File: config.mk
export PLATFORM = sky130hd
export DESIGN_NAME = response_router_flat
export DESIGN_NICKNAME = d
export VERILOG_FILES = /design/src/rtl/response_router_pkg.sv /design/src/rtl/response_router_if.sv /design/src/rtl/response_router_sync_fifo.sv /design/src/rtl/response_router.sv /design/src/flat_wrapper.sv
export SDC_FILE = /design/constraint.sdc
export NUM_CORES = 1
export LEC_CHECK = 0
export CORE_AREA = 2 2 91 93
export CTS_CLUSTER_DIAMETER = 50
export CTS_CLUSTER_SIZE = 16
export DETAILED_ROUTE_END_ITERATION = 7
export DIE_AREA = 0 0 93 95
export PLACE_DENSITY_LB_ADDON = 0.08
export SLEW_MARGIN = 25
export SYNTH_ARGS = -nofsm -noshare
export SYNTH_HDL_FRONTEND = slang
export SYNTH_SLANG_ARGS = --single-unit
File: constraint.sdc
create_clock -name clk -period 2.8 [get_ports clk]
set_input_delay 0.42 -clock clk [delete_from_list [all_inputs] [get_ports clk]]
set_output_delay 0.42 -clock clk [all_outputs]
set_load 0.02 [all_outputs]
File: src/rtl/response_router_pkg.sv
// -----------------------------------------------------------------------------
// response_router_pkg
// Shared definitions for the arbiter / response-router pair.
//   MAX_REQUESTORS   upper bound on requestor count supported by requestor_idx_t
//   requestor_idx_t  encoded requestor index stored in the in-order tracker
//   requestor_vec_t  one-hot requestor vector, zero-extended to MAX_REQUESTORS
//   is_onehot()      true when exactly one bit of the vector is set
//   onehot_to_idx()  one-hot -> binary index encode (result meaningful only
//                    for one-hot input)
// -----------------------------------------------------------------------------
package response_router_pkg;

  localparam int unsigned MAX_REQUESTORS = 32;
  localparam int unsigned REQ_IDX_W      = $clog2(MAX_REQUESTORS);

  typedef logic [REQ_IDX_W-1:0]      requestor_idx_t;
  typedef logic [MAX_REQUESTORS-1:0] requestor_vec_t;

  function automatic logic is_onehot(input requestor_vec_t v);
    return (v != '0) && ((v & (v - requestor_vec_t'(1))) == '0);
  endfunction

  function automatic requestor_idx_t onehot_to_idx(input requestor_vec_t v);
    requestor_idx_t idx;
    idx = '0;
    for (int unsigned i = 0; i < MAX_REQUESTORS; i++) begin
      if (v[i]) idx = idx | requestor_idx_t'(i);
    end
    return idx;
  endfunction

endpackage

File: src/rtl/response_router_if.sv
// -----------------------------------------------------------------------------
// response_router_if
// Grant/response bus between the arbiter side, the shared resource and the
// response router.
//   grant_oh, grant_valid           arbiter -> router (issue record)
//   issue_full                      router  -> issuer (gate grant_valid)
//   response_valid, response_data   resource -> router
//   resp_valid_oh, resp_data        router  -> requestors (delivery)
//   pending_oh, protocol_error      router status
//   perf_issue_count, perf_peak_occupancy  only with RESPONSE_ROUTER_PERF_EN
// Modports: slave = router, master = surrounding logic / testbench.
// -----------------------------------------------------------------------------
interface response_router_if #(
  parameter int unsigned NUM_REQUESTORS  = 4,
  parameter int unsigned MAX_OUTSTANDING = 8,
  parameter int unsigned DATA_WIDTH      = 32
);

  logic [NUM_REQUESTORS-1:0] grant_oh;
  logic                      grant_valid;
  logic                      issue_full;
  logic                      response_valid;
  logic [DATA_WIDTH-1:0]     response_data;
  logic [NUM_REQUESTORS-1:0] resp_valid_oh;
  logic [DATA_WIDTH-1:0]     resp_data;
  logic [NUM_REQUESTORS-1:0] pending_oh;
  logic                      protocol_error;

`ifdef RESPONSE_ROUTER_PERF_EN
  logic [31:0]                        perf_issue_count;
  logic [$clog2(MAX_OUTSTANDING):0]   perf_peak_occupancy;

  modport slave (
    input  grant_oh, grant_valid, response_valid, response_data,
    output issue_full, resp_valid_oh, resp_data, pending_oh, protocol_error,
           perf_issue_count, perf_peak_occupancy
  );
  modport master (
    output grant_oh, grant_valid, response_valid, response_data,
    input  issue_full, resp_valid_oh, resp_data, pending_oh, protocol_error,
           perf_issue_count, perf_peak_occupancy
  );
`else
  modport slave (
    input  grant_oh, grant_valid, response_valid, response_data,
    output issue_full, resp_valid_oh, resp_data, pending_oh, protocol_error
  );
  modport master (
    output grant_oh, grant_valid, response_valid, response_data,
    input  issue_full, resp_valid_oh, resp_data, pending_oh, protocol_error
  );
`endif

endinterface

File: src/rtl/response_router_sync_fifo.sv
// -----------------------------------------------------------------------------
// sync_fifo
// In-order tracker of requestor indices. Caller qualifies wr_en/rd_en (no
// write when full unless reading, no read when empty); the FIFO just obeys.
//   clk, reset   clock, synchronous active-high reset
//   wr_en/wr_data  append entry
//   rd_en          drop head entry
//   rd_data        current head entry (combinational)
//   full, empty, occupancy  status from registered occupancy
// DEPTH must be a power of two >= 2 so pointers wrap naturally.
// -----------------------------------------------------------------------------
module sync_fifo
  import response_router_pkg::*;
#(
  parameter int unsigned DEPTH = 8
) (
  input  logic                       clk,
  input  logic                       reset,
  input  logic                       wr_en,
  input  requestor_idx_t             wr_data,
  input  logic                       rd_en,
  output requestor_idx_t             rd_data,
  output logic                       full,
  output logic                       empty,
  output logic [$clog2(DEPTH):0]     occupancy
);

  localparam int unsigned PTR_W = $clog2(DEPTH);
  localparam int unsigned OCC_W = PTR_W + 1;

  requestor_idx_t     mem [DEPTH];
  logic [PTR_W-1:0]   wr_ptr;
  logic [PTR_W-1:0]   rd_ptr;
  logic [OCC_W-1:0]   occ;

  always_ff @(posedge clk) begin
    if (wr_en) mem[wr_ptr] <= wr_data;
  end

  always_ff @(posedge clk) begin
    if (reset) begin
      wr_ptr <= '0;
      rd_ptr <= '0;
      occ    <= '0;
    end else begin
      if (wr_en) wr_ptr <= wr_ptr + PTR_W'(1);
      if (rd_en) rd_ptr <= rd_ptr + PTR_W'(1);
      occ <= occ + OCC_W'(wr_en) - OCC_W'(rd_en);
    end
  end

  assign rd_data   = mem[rd_ptr];
  assign full      = (occ == OCC_W'(DEPTH));
  assign empty     = (occ == '0);
  assign occupancy = occ;

endmodule

File: src/rtl/response_router.sv
// -----------------------------------------------------------------------------
// response_router
// Return path for a round-robin-arbitrated shared resource. Each accepted grant
// records the winner's index in order; each in-order response from the
// resource is delivered one cycle later to the recorded originator.
//   clk    clock
//   reset  synchronous, active-high
//   bus    response_router_if.slave: grant_oh/grant_valid in, issue_full out,
//          response_valid/response_data in, resp_valid_oh/resp_data out,
//          pending_oh out, protocol_error out (sticky until reset)
// Optional: RESPONSE_ROUTER_PERF_EN adds perf_issue_count (accepted pushes,
// wrapping) and perf_peak_occupancy (occupancy high-water mark).
// NUM_REQUESTORS must not exceed response_router_pkg::MAX_REQUESTORS.
// -----------------------------------------------------------------------------
module response_router
  import response_router_pkg::*;
#(
  parameter int unsigned NUM_REQUESTORS  = 4,
  parameter int unsigned MAX_OUTSTANDING = 8,
  parameter int unsigned DATA_WIDTH      = 32
) (
  input logic              clk,
  input logic              reset,
  response_router_if.slave bus
);

  localparam int unsigned OCC_W = $clog2(MAX_OUTSTANDING) + 1;

  requestor_vec_t            grant_wide;
  logic                      grant_legal;
  requestor_idx_t            push_idx;
  requestor_idx_t            head_idx;
  logic                      fifo_full;
  logic                      fifo_empty;
  logic [OCC_W-1:0]          occupancy;
  logic                      push_acc;
  logic                      pop_acc;
  logic                      proto_viol;

  logic [OCC_W-1:0]          count      [NUM_REQUESTORS];
  logic [OCC_W-1:0]          count_next [NUM_REQUESTORS];
  logic [NUM_REQUESTORS-1:0] pending_q;
  logic [NUM_REQUESTORS-1:0] resp_valid_q;
  logic [DATA_WIDTH-1:0]     resp_data_q;
  logic                      error_q;

  assign grant_wide  = requestor_vec_t'(bus.grant_oh);
  assign grant_legal = is_onehot(grant_wide);
  assign push_idx    = onehot_to_idx(grant_wide);

  // A pop in the same cycle frees the slot, so a push at full is still legal;
  // the reverse (pop on empty bypassing a same-cycle push) is not supported.
  assign pop_acc  = bus.response_valid && !fifo_empty;
  assign push_acc = bus.grant_valid && grant_legal && (!fifo_full || pop_acc);

  assign proto_viol = (bus.grant_valid && !grant_legal)
                   || (bus.grant_valid && grant_legal && fifo_full && !pop_acc)
                   || (bus.response_valid && fifo_empty);

  sync_fifo #(
    .DEPTH (MAX_OUTSTANDING)
  ) u_tracker (
    .clk       (clk),
    .reset     (reset),
    .wr_en     (push_acc),
    .wr_data   (push_idx),
    .rd_en     (pop_acc),
    .rd_data   (head_idx),
    .full      (fifo_full),
    .empty     (fifo_empty),
    .occupancy (occupancy)
  );

  always_comb begin
    for (int unsigned i = 0; i < NUM_REQUESTORS; i++) begin
      count_next[i] = count[i];
      if (push_acc && (push_idx == requestor_idx_t'(i))) count_next[i] = count_next[i] + OCC_W'(1);
      if (pop_acc && (head_idx == requestor_idx_t'(i)))  count_next[i] = count_next[i] - OCC_W'(1);
    end
  end

  always_ff @(posedge clk) begin
    if (reset) begin
      for (int unsigned i = 0; i < NUM_REQUESTORS; i++) count[i] <= '0;
      pending_q    <= '0;
      resp_valid_q <= '0;
      resp_data_q  <= '0;
      error_q      <= 1'b0;
    end else begin
      count <= count_next;
      for (int unsigned i = 0; i < NUM_REQUESTORS; i++) pending_q[i] <= (count_next[i] != '0);
      resp_valid_q <= pop_acc ? (NUM_REQUESTORS'(1) << head_idx) : '0;
      if (pop_acc) resp_data_q <= bus.response_data;
      if (proto_viol) error_q <= 1'b1;
    end
  end

  assign bus.issue_full     = (occupancy == OCC_W'(MAX_OUTSTANDING));
  assign bus.resp_valid_oh  = resp_valid_q;
  assign bus.resp_data      = resp_data_q;
  assign bus.pending_oh     = pending_q;
  assign bus.protocol_error = error_q;

`ifdef RESPONSE_ROUTER_PERF_EN
  logic [31:0]      perf_issue_q;
  logic [OCC_W-1:0] perf_peak_q;
  logic [OCC_W-1:0] occ_next;

  assign occ_next = occupancy + OCC_W'(push_acc) - OCC_W'(pop_acc);

  always_ff @(posedge clk) begin
    if (reset) begin
      perf_issue_q <= '0;
      perf_peak_q  <= '0;
    end else begin
      if (push_acc) perf_issue_q <= perf_issue_q + 32'd1;
      if (occ_next > perf_peak_q) perf_peak_q <= occ_next;
    end
  end

  assign bus.perf_issue_count    = perf_issue_q;
  assign bus.perf_peak_occupancy = perf_peak_q;
`endif

endmodule

File: src/flat_wrapper.sv
// flat-port wrapper written by rule: the top's interface ports become plain ports
module response_router_flat import response_router_pkg::*;
#(
  parameter int unsigned NUM_REQUESTORS  = 4,
  parameter int unsigned MAX_OUTSTANDING = 8,
  parameter int unsigned DATA_WIDTH      = 32
)
  (clk, reset, bus_grant_oh, bus_grant_valid, bus_response_valid, bus_response_data, bus_issue_full, bus_resp_valid_oh, bus_resp_data, bus_pending_oh, bus_protocol_error);
  response_router_if #(.NUM_REQUESTORS(NUM_REQUESTORS), .MAX_OUTSTANDING(MAX_OUTSTANDING), .DATA_WIDTH(DATA_WIDTH)) bus_i ();
  input logic clk;
  input logic reset;
  input wire logic [$bits(bus_i.grant_oh)-1:0] bus_grant_oh;
  input wire logic [$bits(bus_i.grant_valid)-1:0] bus_grant_valid;
  input wire logic [$bits(bus_i.response_valid)-1:0] bus_response_valid;
  input wire logic [$bits(bus_i.response_data)-1:0] bus_response_data;
  output wire logic [$bits(bus_i.issue_full)-1:0] bus_issue_full;
  output wire logic [$bits(bus_i.resp_valid_oh)-1:0] bus_resp_valid_oh;
  output wire logic [$bits(bus_i.resp_data)-1:0] bus_resp_data;
  output wire logic [$bits(bus_i.pending_oh)-1:0] bus_pending_oh;
  output wire logic [$bits(bus_i.protocol_error)-1:0] bus_protocol_error;
  assign bus_i.grant_oh = bus_grant_oh;
  assign bus_i.grant_valid = bus_grant_valid;
  assign bus_i.response_valid = bus_response_valid;
  assign bus_i.response_data = bus_response_data;
  assign bus_issue_full = bus_i.issue_full;
  assign bus_resp_valid_oh = bus_i.resp_valid_oh;
  assign bus_resp_data = bus_i.resp_data;
  assign bus_pending_oh = bus_i.pending_oh;
  assign bus_protocol_error = bus_i.protocol_error;
  response_router #(.NUM_REQUESTORS(NUM_REQUESTORS), .MAX_OUTSTANDING(MAX_OUTSTANDING), .DATA_WIDTH(DATA_WIDTH)) u_core (.clk(clk), .reset(reset), .bus(bus_i));
endmodule
# Word level (Yosys, flattened, before mapping)
# Memories as Yosys holds them, arrays and structs flattened. A register that Yosys moved wholly into a read port is not among the register bits.
# Index checks and enable logic that the tools add are counted.
[totals]
reg_bits = 67
ram_bits = 16
inputBits = 40
word_cells = 83
memories = 1
[memory_table]
columns = ["name", "depth", "word_bits", "rd", "rd_ports_with_merged_regs", "write_ports", "line_no", "source"]
rows = [
  ["u_core.u_tracker.mem", 8, 2, 1, 1, 1, "response_router_sync_fifo.sv:31", "requestor_idx_t mem [DEPTH];"],
]
[classes]
addsub = 13
eq_ne = 7
n_shift = 1
muxes = 15
bitwise_logic = 2
n_reduce_logical = 33
[ops]
columns = ["op", "count"]
rows = [
  ["$and 4x32->32", 1],
  ["$logic_not 32->1", 1],
  ["$mux 4", 8],
  ["$reduce_bool 32->1", 1],
  ["$eq 5x2->1 const B", 4],
  ["$add 4x1->4 const B", 4],
  ["$logic_and 1x1->1", 16],
  ["$reduce_bool 4->1", 4],
  ["$sub 4x1->4 const B", 4],
  ["$eq 5x1->1 const B", 2],
  ["$logic_not 5->1", 2],
  ["$add 3x1->3 const B", 2],
  ["$mux 3", 2],
  ["$shl 1x5->4 const A", 1],
  ["$sub 4x1->5 const B", 1],
  ["$add 4x1->4", 1],
  ["$eq 4x4->1 const B", 1],
  ["$logic_not 1->1", 4],
  ["$logic_not 4->1", 1],
  ["$mux 2", 2],
  ["$sub 4x1->4", 1],
  ["$logic_or 1x1->1", 3],
  ["$mux 1", 3],
  ["$reduce_or 2->1", 1],
  ["$not 1->1", 1],
]

# Depth between registers and ports, before layout
[logic_depth]
ltp_word = 11
depth_mapped = 12
depth_no_buf = 11

# By module
# From an unflattened synthesis, not the netlist that was laid out.
[hier_totals]
cells_unflattened = 461
area_unflattened_um2 = 4976.0
[by_module_without_submodules]
columns = ["mod", "instances", "cells_per_inst", "area_each_um2"]
rows = [
  ["response_router", 1, 334, 2811.4],
  ["sync_fifo", 1, 127, 2164.6],
]

# Least setup slack after synthesis
# Ideal clock, no wire load.
[synth_timing]
path_kind = "reg-to-reg"
startpoint = "register u_core.u_tracker.occ[2] (netlist: u_core.u_tracker.occupancy[2])"
endpoint = "register u_core.count[2] in the netlist's numbering"
setup_ns = 0.070
arrival_time_ns = 2.267
slack_ns = 0.463
stages_incl_launch_ff = 12
path_buffers = 1
period_less_slack_ns = 2.337
path_cell_list = "dfxtp_1 inv_1 ha_1 or3b_1 o21a_1 buf_4 nand2_1 mux2i_1 ha_1 inv_1 or3_1 a21oi_1"
[synth_between]
elab_chain_len = 9
word_cells_on_any_way = 12
classes_between = "add/sub: 1; eq/ne: 1; mux: 2; reduce/logical: 8"
[synth_lines]
columns = ["item", "line_no", "source"]
rows = [
  ["start: declaration", "response_router_sync_fifo.sv:34", "logic [OCC_W-1:0] occ;"],
  ["start signal: assignment", "response_router_sync_fifo.sv:48", "occ <= occ + OCC_W'(wr_en) - OCC_W'(rd_en);"],
  ["$logic_not 4->1", "response_router_sync_fifo.sv:54", "assign empty = (occ == '0);"],
  ["$logic_not 1->1", "response_router.sv:53", "assign pop_acc = bus.response_valid && !fifo_empty;"],
  ["$logic_and 1x1->1", "response_router.sv:53", ""],
  ["$logic_or 1x1->1", "response_router.sv:54", "assign push_acc = bus.grant_valid && grant_legal && (!fifo_full || pop_acc);"],
  ["$logic_and 1x1->1", "response_router.sv:54", ""],
  ["$logic_and 1x1->1", "response_router.sv:77", "if (push_acc && (push_idx == requestor_idx_t'(i))) count_next[i] = count_next[i] + OCC_W'(1);"],
  ["$mux 4", "response_router.sv:77", ""],
  ["$sub 4x1->4", "response_router.sv:78", "if (pop_acc && (head_idx == requestor_idx_t'(i))) count_next[i] = count_next[i] - OCC_W'(1);"],
  ["$mux 4 *", "response_router.sv:78", ""],
  ["end signal: assignment", "response_router.sv:90", "count <= count_next;"],
  ["end: declaration", "response_router.sv:40", "logic [OCC_W-1:0] count [NUM_REQUESTORS];"],
]
# Every way passes the cells marked *; elsewhere a longest branch is shown, timed or not.
# A chain may end at the register's enable or synchronous reset.

# Worst setup path in the final report
# Same ends and word-level chain as after synthesis.

==> results.py <==
metrics = {
    "outcome": {
        "status": "complete, no violations",
    },
    "clock_tree": {
        "cts_setup_buffers": 0,
        "worstSkewPairLatency_ns": 0.35,
        "cts_hold_buf": 0,
        "cts.clk_slew.worst_paths_ns": 0.08,
        "htreeDepth": 3,
        "clockBufferDepth": 2,
        "ctsResizeCount": 0,
        "cts_tree": "built",
        "cts_made_buffers": 9,
        "clock-root-buffer": "clkbuf_8",
        "cts.sinks": 86,
    },
    "finish": {
        "syn_to_final_growth_pct": 30.4,
        "layout-drive-gt1-share_pct": 8.80,
        "nNetsFinal": 551,
        "final_util_pct": 63.7,
        "antennaDiodeCount": 0,
    },
    "sta": {
        "drv_slew": 0,
        "skew_ns": 0.0128,
        "tightest_slew_ns": 0.512,
        "finalHoldViolCount": 0,
        "slew_headroom_pct": 65.7,
        "period_share_pct": 92.3,
        "setup_viol_count_final": 0,
        "holdWs_ns": 0.455,
        "clock.fmax_ghz": 0.387,
        "rsz0062_at_grt": "no",
        "min_period_ns": 2.58,
        "fin_tns_setup_ns": 0,
        "fin_ws_ns": 0.217,
    },
    "routing": {
        "route.detailed.drc": 0,
        "num_vias": 3020,
        "drt-total-wl_microns": 7820,
        "avgViaCountPerCell": 4.99,
        "drtIter0Drc": 91,
        "ant_nets": 0,
        "routedWlPerCell_microns": 12.9,
        "drt-pass1-iter-count": 4,
    },
    "setup_path": {
        "r2r_slack_ns": 0.22,
        "timing.rr.end": "u_core.count[2]",
        "worstRegToRegCells": 11,
        "crit_path_start_kind": "flip-flop",
        "r2r_start": "u_core.u_tracker.occupancy[2]",
        "cp.required_ns": 3.08,
        "crit_path_end_kind": "flip-flop",
        "worst-path-max-fanout": 9,
        "crit_type": "reg -> reg",
        "cp.arrival_ns": 2.86,
    },
    "logic_synthesis": {
        "yosys-top-cells-area": "dfxtp_1, edfxtp_1, nand2_1",
        "synth_ff_type": "dfxtp_1",
        "yosysSeqAreaShare_pct": 48.6,
        "yosys.cell_types.count": 49,
        "synth_nets": 465,
        "synth_top_area_share_pct": 36.2,
        "synth_cells": 409,
        "syn-cell-area_sq_um": 3870,
        "async_reset_ff_share_pct": 0,
        "synth_area_leader_cell": "dfxtp_1",
        "yosys_warnings": 0,
        "synthTopCellsByCount": "nand2_1, dfxtp_1, a21oi_1, nor2_1",
        "yosysMostFrequentCell": "nand2_1",
        "synth-edff-count": 16,
        "ys_ff_latch": 86,
        "avgSynthCellArea_sq_um": 9.46,
    },
    "floorplan": {
        "dieWidth_microns": 93,
        "core_sq_um": 7930,
        "start_util_pct": 48.8,
        "io-pin-count": 82,
        "rows": 33,
        "die_area_sq_um": 8840,
        "dieHeight_microns": 95,
    },
    "placement": {
        "pre_cts_slack_ns": 0.0560,
        "port_buffers": 81,
        "place_hpwl_microns": 5600,
        "globalplace.congestion": 0.788,
    },
    "power_and_ir_drop": {
        "seqPwrFrac_pct": 38.7,
        "vdd_drop_max_v": 0.000487,
        "netSwitchingFraction_pct": 36.4,
        "p_comb_share_pct": 39.8,
        "internal-power_mw": 2.73,
        "p_leak_nw": 1.91,
        "power_density_nw_per_um2": 851,
        "switchingPower_mw": 1.57,
        "clkPwrFrac_pct": 21.4,
    },
    "global_routing": {
        "grt_max_degree": 38,
        "grtUsageTotal_pct": 19.0,
        "antenna_found_initial": 0,
        "grt_pass1_vias": 2980,
        "overflow": 0,
        "grt_pass1_wl_microns": 13200,
    },
    "min_path": {
        "whs_endpoint": "u_core.bus.resp_data[8]",
        "hold_depth": 2,
        "hp-class": "reg -> reg",
        "min-delay-start": "u_core.bus.resp_data[8]",
    },
    "job": {
        "cap_violations": 0,
    },
}
==> cell usage in the layout (no fill, tap or decap), types with 9 or more instances in the layout <==
| cell type | count |
|---|---|
| nand2_1 | 85 |
| ha_1 | 15 |
| edfxtp_1 | 16 |
| clkbuf_8 | 9 |
| mux2i_1 | 11 |
| clkdlybuf4s50_1 | 80 |
| xor2_1 | 16 |
| inv_1 | 9 |
| dfxtp_1 | 70 |
| nor2b_1 | 10 |
| buf_4 | 11 |
| a21oi_1 | 38 |
| nor2_1 | 37 |
| xnor2_1 | 15 |
==> routing by layer <==
layer	vias to the layer above	global-route usage (%)	wire (microns)	share of wire, %
met1	1395	24.3	3690	47
met5	-	0	0	0
li1	1548	-	-	-
met3	9	6.62	549	7.0
met4	0	5.88	86	1.1
met2	68	30.4	3500	45
==> critical path: stages, from the launching register on <==
cell and delay, ns:
dfxtp_1 0.31, inv_1 0.09, ha_1 0.14, or3b_1 0.39, o21a_1 0.23, buf_12 0.14, nand2_1 0.14, mux2i_1 0.28
ha_1 0.22, inv_1 0.06, or3_1 0.36, a21oi_1 0.14
==> through the flow <==
stage / instances / cell area (sq um) / total power [mW]
floorplan: 409 / 3870 / 2.84
global placement: 589 / 4830 / 3.38
detailed placement: 589 / 4830 / 3.41
CTS: 605 / 5050 / 4.34
global route: 605 / 5050 / 4.60
finish: 605 / 5050 / 4.29
==> logic make-up after synthesis <==
family,count (synthesis),synth area share [%]
buffers and inverters,27,2.85
adders and majority gates,16,5.37
AOI/OAI and AO/OA,52,7.44
DFF,86,48.6
and+or+nand+nor,178,22.3
xor gates and xnor gates,32,7.44
muxes,18,5.95
==> registers in the layout (all words and copies together) (netlist names), named ones only <==
signal,count
u_core.bus.resp_data,32
u_core.count,16
u_core.u_tracker.mem,16
u_core.bus.pending_oh,4
u_core.bus.resp_valid_oh,4
u_core.u_tracker.occupancy,4
u_core.u_tracker.rd_ptr,3
u_core.u_tracker.wr_ptr,3
u_core.bus.protocol_error,1
==> how the worst max path moves through the flow <==
stage | startpoint | to | slack, ns | cells past startpoint
3_3_place_gp | bus_grant_oh[3] | u_core.u_tracker.occupancy[2] | 0.11 | 10
6_report | u_core.u_tracker.occupancy[2] | u_core.count[2] | 0.22 | 11
3_5_place_dp | bus_grant_oh[3] | u_core.u_tracker.occupancy[2] | 0.06 | 10
2_1_floorplan | u_core.u_tracker.occupancy[2] | u_core.count[2] | 0.46 | 11
5_1_grt | u_core.u_tracker.occupancy[2] | u_core.count[2] | 0.04 | 11
4_1_cts | u_core.u_tracker.occupancy[2] | u_core.count[2] | 0.20 | 11
==> power groups by stage <==
stage	sequential, mW	combinational (mW)	clock, mW
floorplan	1.80	1.04	0
global placement	1.69	1.69	0
detailed placement	1.69	1.72	0
CTS	1.67	1.73	0.942
global route	1.70	1.91	0.998
finish	1.66	1.71	0.921
==> final cells by class <==
| type | count | area (sq um) |
|---|---|---|
| sequential | 86 | 1880 |
| multi-input combinational | 296 | 1880 |
| fill | 719 | 2880 |
| tap | 105 | 131 |
| clock inverter | 7 | 90.1 |
| clock buffer | 9 | 124 |
| inverter | 9 | 33.8 |
| timing repair buffer | 93 | 908 |
Note: power is estimated with default switching activity, not from simulation.
